===== src/rtl/port_reader_pkg.sv =====
// Shared switch definitions: port reader state encoding and default widths.
package port_reader_pkg;

    localparam int W_WIDTH_DEF   = 8;
    localparam int ERR_CNT_W_DEF = 8;

    typedef enum logic [2:0] {
        ST_IDLE,
        ST_RD_LEN,
        ST_RD_DATA,
        ST_RD_PARITY,
        ST_DRAIN
    } rd_state_e;

endpackage


===== src/rtl/port_reader_if.sv =====
// Output byte stream of the port reader: valid/ready handshake plus framing flags.
interface port_reader_if
    import port_reader_pkg::*;
#(
    parameter int W_WIDTH = W_WIDTH_DEF
);

    logic               out_valid;
    logic               out_ready;
    logic [W_WIDTH-1:0] out_data;
    logic               out_sop;
    logic               out_eop;
    logic               parity_err;

    modport master (
        output out_valid, out_data, out_sop, out_eop, parity_err,
        input  out_ready
    );

    modport slave (
        input  out_valid, out_data, out_sop, out_eop, parity_err,
        output out_ready
    );

endinterface


===== src/rtl/port_reader_parity_acc.sv =====
// Running XOR of a packet's bytes; clr restarts the sum at the current byte.
module parity_acc #(
    parameter int W = 8
) (
    input  logic         clk,
    input  logic         rst_n,
    input  logic         clr,
    input  logic         en,
    input  logic [W-1:0] din,
    output logic [W-1:0] acc,
    output logic         mismatch
);

    // NOTE: sequential state uses non-blocking assignments so every flop samples pre-edge values.
    always_ff @(posedge clk or negedge rst_n) begin
        if (!rst_n) begin
            acc <= '0;
        end else if (clr) begin
            acc <= din;
        end else if (en) begin
            acc <= acc ^ din;
        end
    end

    assign mismatch = (acc != din);

endmodule


===== src/rtl/port_reader.sv =====
// Reads addr/len/data/parity packets from a show-ahead FIFO into a registered byte stream.
module port_reader
    import port_reader_pkg::*;
#(
    parameter int W_WIDTH   = W_WIDTH_DEF,
    parameter int ERR_CNT_W = ERR_CNT_W_DEF
) (
    input  logic                 clk,
    input  logic                 rst_n,
    input  logic                 port_en,
    input  logic                 fifo_empty,
    input  logic [W_WIDTH-1:0]   fifo_data,
    output logic                 fifo_rd_en,
    output logic                 port_busy,
    output logic [ERR_CNT_W-1:0] err_cnt,
    port_reader_if.master        out
);

    localparam logic [W_WIDTH-1:0]   CNT_ONE = W_WIDTH'(1);
    localparam logic [ERR_CNT_W-1:0] ERR_ONE = ERR_CNT_W'(1);

    rd_state_e          state_q, state_d;
    logic [W_WIDTH-1:0] cnt_q;
    logic               can_load;
    logic               ld;
    logic               acc_clr, acc_en;
    logic               cnt_load, cnt_dec;
    logic [W_WIDTH-1:0] acc;
    logic               mismatch;

    parity_acc #(.W(W_WIDTH)) u_parity_acc (
        .clk      (clk),
        .rst_n    (rst_n),
        .clr      (acc_clr),
        .en       (acc_en),
        .din      (fifo_data),
        .acc      (acc),
        .mismatch (mismatch)
    );

    assign can_load = !fifo_empty && (!out.out_valid || out.out_ready);

    // NOTE: every output of this block is defaulted first so no path can infer a latch.
    always_comb begin
        state_d  = state_q;
        ld       = 1'b0;
        acc_clr  = 1'b0;
        acc_en   = 1'b0;
        cnt_load = 1'b0;
        cnt_dec  = 1'b0;
        unique case (state_q)
            ST_IDLE: begin
                if (port_en && can_load) begin
                    ld      = 1'b1;
                    acc_clr = 1'b1;
                    state_d = ST_RD_LEN;
                end
            end
            ST_RD_LEN: begin
                if (can_load) begin
                    ld       = 1'b1;
                    acc_en   = 1'b1;
                    cnt_load = 1'b1;
                    state_d  = (fifo_data == '0) ? ST_RD_PARITY : ST_RD_DATA;
                end
            end
            ST_RD_DATA: begin
                if (can_load) begin
                    ld      = 1'b1;
                    acc_en  = 1'b1;
                    cnt_dec = 1'b1;
                    if (cnt_q == CNT_ONE) state_d = ST_RD_PARITY;
                end
            end
            ST_RD_PARITY: begin
                if (can_load) begin
                    ld      = 1'b1;
                    state_d = ST_DRAIN;
                end
            end
            ST_DRAIN: begin
                if (out.out_valid && out.out_ready) state_d = ST_IDLE;
            end
            default: state_d = ST_IDLE;
        endcase
    end

    // The pop strobe is gated by reset so the FIFO is never drained while held in reset.
    assign fifo_rd_en = ld && rst_n;
    assign port_busy  = (state_q != ST_IDLE);

    always_ff @(posedge clk or negedge rst_n) begin
        if (!rst_n) begin
            state_q <= ST_IDLE;
            cnt_q   <= '0;
        end else begin
            state_q <= state_d;
            if (cnt_load)     cnt_q <= fifo_data;
            else if (cnt_dec) cnt_q <= cnt_q - CNT_ONE;
        end
    end

    always_ff @(posedge clk or negedge rst_n) begin
        if (!rst_n) begin
            out.out_valid  <= 1'b0;
            out.out_data   <= '0;
            out.out_sop    <= 1'b0;
            out.out_eop    <= 1'b0;
            out.parity_err <= 1'b0;
            err_cnt        <= '0;
        end else begin
            if (ld) begin
                out.out_valid  <= 1'b1;
                out.out_data   <= fifo_data;
                out.out_sop    <= (state_q == ST_IDLE);
                out.out_eop    <= (state_q == ST_RD_PARITY);
                out.parity_err <= (state_q == ST_RD_PARITY) && mismatch;
            end else if (out.out_ready) begin
                out.out_valid  <= 1'b0;
            end
            if (ld && (state_q == ST_RD_PARITY) && mismatch && (err_cnt != '1)) begin
                err_cnt <= err_cnt + ERR_ONE;
            end
        end
    end

endmodule


===== src/flat_wrapper.sv =====
// flat-port wrapper written by rule: the top's interface ports become plain ports
module port_reader_flat import port_reader_pkg::*;
#(
    parameter int W_WIDTH   = W_WIDTH_DEF,
    parameter int ERR_CNT_W = ERR_CNT_W_DEF
)
  (clk, rst_n, port_en, fifo_empty, fifo_data, fifo_rd_en, port_busy, err_cnt, out_out_valid, out_out_data, out_out_sop, out_out_eop, out_parity_err, out_out_ready);
  port_reader_if #(.W_WIDTH(W_WIDTH)) out_i ();
  input  logic clk;
  input  logic rst_n;
  input  logic port_en;
  input  logic fifo_empty;
  input  logic [W_WIDTH-1:0] fifo_data;
  output logic fifo_rd_en;
  output logic port_busy;
  output logic [ERR_CNT_W-1:0] err_cnt;
  output wire logic [$bits(out_i.out_valid)-1:0] out_out_valid;
  output wire logic [$bits(out_i.out_data)-1:0] out_out_data;
  output wire logic [$bits(out_i.out_sop)-1:0] out_out_sop;
  output wire logic [$bits(out_i.out_eop)-1:0] out_out_eop;
  output wire logic [$bits(out_i.parity_err)-1:0] out_parity_err;
  input wire logic [$bits(out_i.out_ready)-1:0] out_out_ready;
  assign out_out_valid = out_i.out_valid;
  assign out_out_data = out_i.out_data;
  assign out_out_sop = out_i.out_sop;
  assign out_out_eop = out_i.out_eop;
  assign out_parity_err = out_i.parity_err;
  assign out_i.out_ready = out_out_ready;
  port_reader #(.W_WIDTH(W_WIDTH), .ERR_CNT_W(ERR_CNT_W)) u_core (.clk(clk), .rst_n(rst_n), .port_en(port_en), .fifo_empty(fifo_empty), .fifo_data(fifo_data), .fifo_rd_en(fifo_rd_en), .port_busy(port_busy), .err_cnt(err_cnt), .out(out_i));
endmodule

===== config.mk =====
export PLATFORM = sky130hd
export DESIGN_NAME = port_reader_flat
export DESIGN_NICKNAME = d
export VERILOG_FILES = /design/src/rtl/port_reader_pkg.sv /design/src/rtl/port_reader_if.sv /design/src/rtl/port_reader_parity_acc.sv /design/src/rtl/port_reader.sv /design/src/flat_wrapper.sv
export SDC_FILE = /design/constraint.sdc
export NUM_CORES = 1
export LEC_CHECK = 0
export ABC_AREA = 1
export BUFFER_PORTS_ARGS = -buffer_cell sky130_fd_sc_hd__buf_2
export CAP_MARGIN = 40
export CELL_PAD_IN_SITES_DETAIL_PLACEMENT = 1
export CELL_PAD_IN_SITES_GLOBAL_PLACEMENT = 1
export CORE_ASPECT_RATIO = 1.4
export CORE_MARGIN = 4
export CORE_UTILIZATION = 47
export CTS_BUF_LIST = sky130_fd_sc_hd__clkbuf_4 sky130_fd_sc_hd__clkbuf_8
export DETAILED_ROUTE_END_ITERATION = 6
export GPL_TIMING_DRIVEN = 0
export PLACE_DENSITY_LB_ADDON = 0.1
export SLEW_MARGIN = 20
export SYNTH_ARGS = -nofsm -noshare
export SYNTH_HDL_FRONTEND = slang
export SYNTH_HIERARCHICAL = 1
export SYNTH_SLANG_ARGS = --single-unit

===== constraint.sdc =====
create_clock -name clk -period 2.49 [get_ports clk]
set_input_delay 0.1245 -clock clk [delete_from_list [all_inputs] [get_ports clk]]
set_output_delay 0.1245 -clock clk [all_outputs]
set_load 0.005 [all_outputs]

==> summary.md <==
| Metric | Value |
|---|---|
| Asr flop ratio synth | `100%` |
| Setup tns final | `0 ps` |
| Worst reg-to-reg path cell count | `9` |
| Worst Hold Path EP | `u_core/out.out_data[2]` |
| # rows | `30` |
| Layout area overhead | `16.9%` |
| Most instantiated library cell after synthesis | `nand2_1` |
| Reg2Reg Setup Slack | `770 ps` |
| Hold crit path type | `in -> reg` |
| Clk_skew | `6.52 ps` |
| RSZ-0062 raised after global routing | `false` |
| Detailed Place HPWL | `4620 um` |
| Die Area | `6240 um^2` |
| Maximum clock path buffer count | `2` |
| R2R Path End | `u_core/u_parity_acc/acc[7]` |
| Reg power frac | `35.0%` |
| Fill count | `652` |
| Port-buffer cells | `34` |
| Crit. End Element | `output port` |
| Sw frac | `42.9%` |
| Clk_lat worst skew | `300 ps` |
| Final Cycle Share | `74.8%` |
| Maximum number of pins on one net before global-route repair | `29` |
| CP Data Arrival Time | `1740 ps` |
| Switch Pwr | `1.36 mW` |
| MaxCap Viol Count | `0` |
| Max-slew headroom | `76.8%` |
| Drt first-iter violations | `94` |
| Vias in the first global route | `2229` |
| Share of the synthesized area in the top cell type | `41.3%` |
| EDFF count, synth | `0` |
| Syn Nets | `319` |
| Final Util | `57.0%` |
| Clk pwr share | `17.8%` |
| Routed via count | `2080` |
| Power density cells | `1150 nW/um^2` |
| Worst-path clk slew | `80 ps` |
| Clock Sink Count | `39` |
| Nets | `362` |
| ANT nets after route | `0` |
| TritonRoute pass-1 iters | `4` |
| Status | `completed` |
| Initial antenna violation count | `0` |
| Internal | `1.81 mW` |
| Hold depth | `3` |
| Initial Utilization | `48.8%` |
| RD Place Congestion | `0.780` |
| Die H | `91.9 um` |
| Footprint of the multi-input gates | `1210 um^2` |
| Root Driver | `clkbuf_8` |
| Final Power | `3.17 mW` |
| CP Class | `reg -> out` |
| Top FF cell, synth | `dfrtp_1` |
| Die Width | `67.9 um` |
| Crit path max fanout | `10` |
| Worst-Margin Slew | `347 ps` |
| Pins Over Slew Limit | `0` |
| CTS tree | `built` |
| Synth Cell Area | `2360 um^2` |
| Gr usage total | `21.7%` |
| Share of layout cells above drive strength 1 | `22.8%` |
| CP required | `2370 ps` |
| Leakage Power | `1.49 nW` |
| HP Start | `fifo_data[2]` |
| Post-DR vias/cell | `5.06` |
| Hold Vio Cnt, Final | `0` |
| Htree depth | `2` |
| Worst vdd ir | `610 uV` |
| Max Clock Freq | `537 MHz` |
| Syn Inst Count | `303` |
| Leading area contributor after synthesis | `dfrtp_1` |
| Combinational Power Share | `47.2%` |
| Worst flop-to-flop path startpoint | `u_core/state_q[1]` |
| FF/Latch Area | `976 um^2` |
| Wirelength, routed | `5970 um` |
| Global-route wire length before repair | `10400 um` |
| WL/cell | `14.5 um` |
| Overflow after GRT | `0` |
| DRC | `0` |
| Post-synthesis sequential area ratio | `41.3%` |
| Minimum clock period | `1860 ps` |
| Yosys synthesis warning count | `6` |
| Antenna diodes | `0` |
| Yosys reg bits | `39` |
| Final setup violation count | `0` |
| Cell area after layout | `2760 um^2` |
| CTS buffer count | `5` |
| Postcts setup bufs | `0` |
| Synth cell count leaders | `107 x nand2_1, 39 x dfrtp_1, 34 x inv_1` |
| Post-Place Cell Area | `2630 um^2` |
| Synth top area cells | `dfrtp_1 41%, nand2_1 17%, xor2_2 5.5%` |
| Avg Cell Area, Syn | `7.79 um^2` |
| Core area | `4840 um^2` |
| Crit path launch type | `register` |
| Ports | `35` |
| Cell variety after synth | `27` |
-- worst max-delay path by stage --
stage / cells past startpoint / start / slack [ps] / endpoint
2_1_floorplan: 9 / u_core/state_q[1] / 1010 / u_core/u_parity_acc/acc[0]
3_3_place_gp: 9 / u_core/state_q[1] / 810 / u_core/u_parity_acc/acc[4]
3_5_place_dp: 9 / u_core/state_q[1] / 780 / u_core/u_parity_acc/acc[5]
4_1_cts: 7 / u_core/state_q[0] / 620 / fifo_rd_en
5_1_grt: 7 / u_core/state_q[0] / 530 / fifo_rd_en
6_report: 7 / u_core/state_q[0] / 630 / fifo_rd_en
-- worst max-delay path, stage by stage, from the launching register on --
cell,delay [ps]
dfrtp_1,470
nor2_4,210
nand2_4,90
o21ai_4,230
inv_4,80
buf_6,150
nor2_2,70
buf_2,120
-- placed cells by master, fill, tap and decap left out --
master and count:
o21ai_4 1, a21oi_1 3, o211ai_1 1, a21oi_2 1
o21ai_0 11, o21ai_1 3, nor2_2 3, clkinv_2 1
xor2_1 3, nand3_1 20, xor2_2 8, nand2_2 10
nand3b_1 1, ha_1 3, nand4_1 11, or2_1 1
nor2_4 1, inv_4 1, nand2_1 107, nand2_4 1
bufinv_16 1, buf_12 1, o21ai_2 3, o21bai_1 2
buf_2 34, nand3_2 3, buf_6 4, dfrtp_1 39
nor2_1 22, dlygate4sd3_1 1, clkbuf_8 6, inv_1 34
xnor2_1 6
-- power by group through the flow --
stage	logic (mW)	clock network (mW)	registers, mW
6_report	1.50	0.563	1.11
5_1_grt	1.72	0.610	1.15
4_1_cts	1.52	0.575	1.11
3_5_place_dp	1.50	0	1.12
3_3_place_gp	1.45	0	1.11
2_1_floorplan	1.09	0	1.08
-- flip-flops by register name, indices dropped and copies added (netlist names) --
signal	count
u_core/out.out_data	8
u_core/out.out_valid	1
u_core/out.out_sop	1
u_core/cnt_q	8
u_core/u_parity_acc/acc	8
u_core/state_q	3
u_core/err_cnt	8
u_core/out.parity_err	1
u_core/out.out_eop	1
-- per-stage QoR --
stage               hold WS (ps)  cells  worst slack [ps]
floorplan                   -171    303              1010
global placement             315    401               810
detailed placement          43.2    402               775
CTS                          108    411               615
global route                 132    411               533
finish                       109    411               628
-- cell families after synthesis --
| kind of cell | after synthesis | share of synthesized area (%) |
|---|---|---|
| AND/OR/NAND/NOR | 180 | 33.9 |
| XOR/XNOR | 17 | 8.85 |
| buffers and inverters | 39 | 7.58 |
| adder cells (fa/ha/maj) | 3 | 1.59 |
| flip-flops | 39 | 41.3 |
| AO/OA/AOI/OAI | 25 | 6.73 |
-- what timing repair did --
action	CTS	global route
setup endpoints to repair	0	0
hold buffers	1	0
hold endpoints to repair	12	0
resized for setup	0	0
-- final cells by class --
class | count | area share [%]
Tap cell | 64 | 2.90
Clock inverter | 2 | 1.27
Multi-Input combinational cell | 225 | 43.7
Timing Repair Buffer | 36 | 7.26
Clock buffer | 6 | 2.99
Buffer | 4 | 1.63
Inverter | 35 | 4.85
Sequential cell | 39 | 35.4
-- per-layer routing --
| metal | track usage [%] | up-vias | share of wire [%] | routed length [um] |
|---|---|---|---|---|
| li1 | - | 1030 | - | - |
| met1 | 27.0 | 1012 | 43 | 2590 |
| met2 | 37.5 | 32 | 52 | 3090 |
| met3 | 3.68 | 6 | 3.4 | 204 |
| met4 | 6.47 | 0 | 1.4 | 84 |
| met5 | 0 | - | 0 | 0 |
No activity file was read; power rests on OpenSTA's default activity.
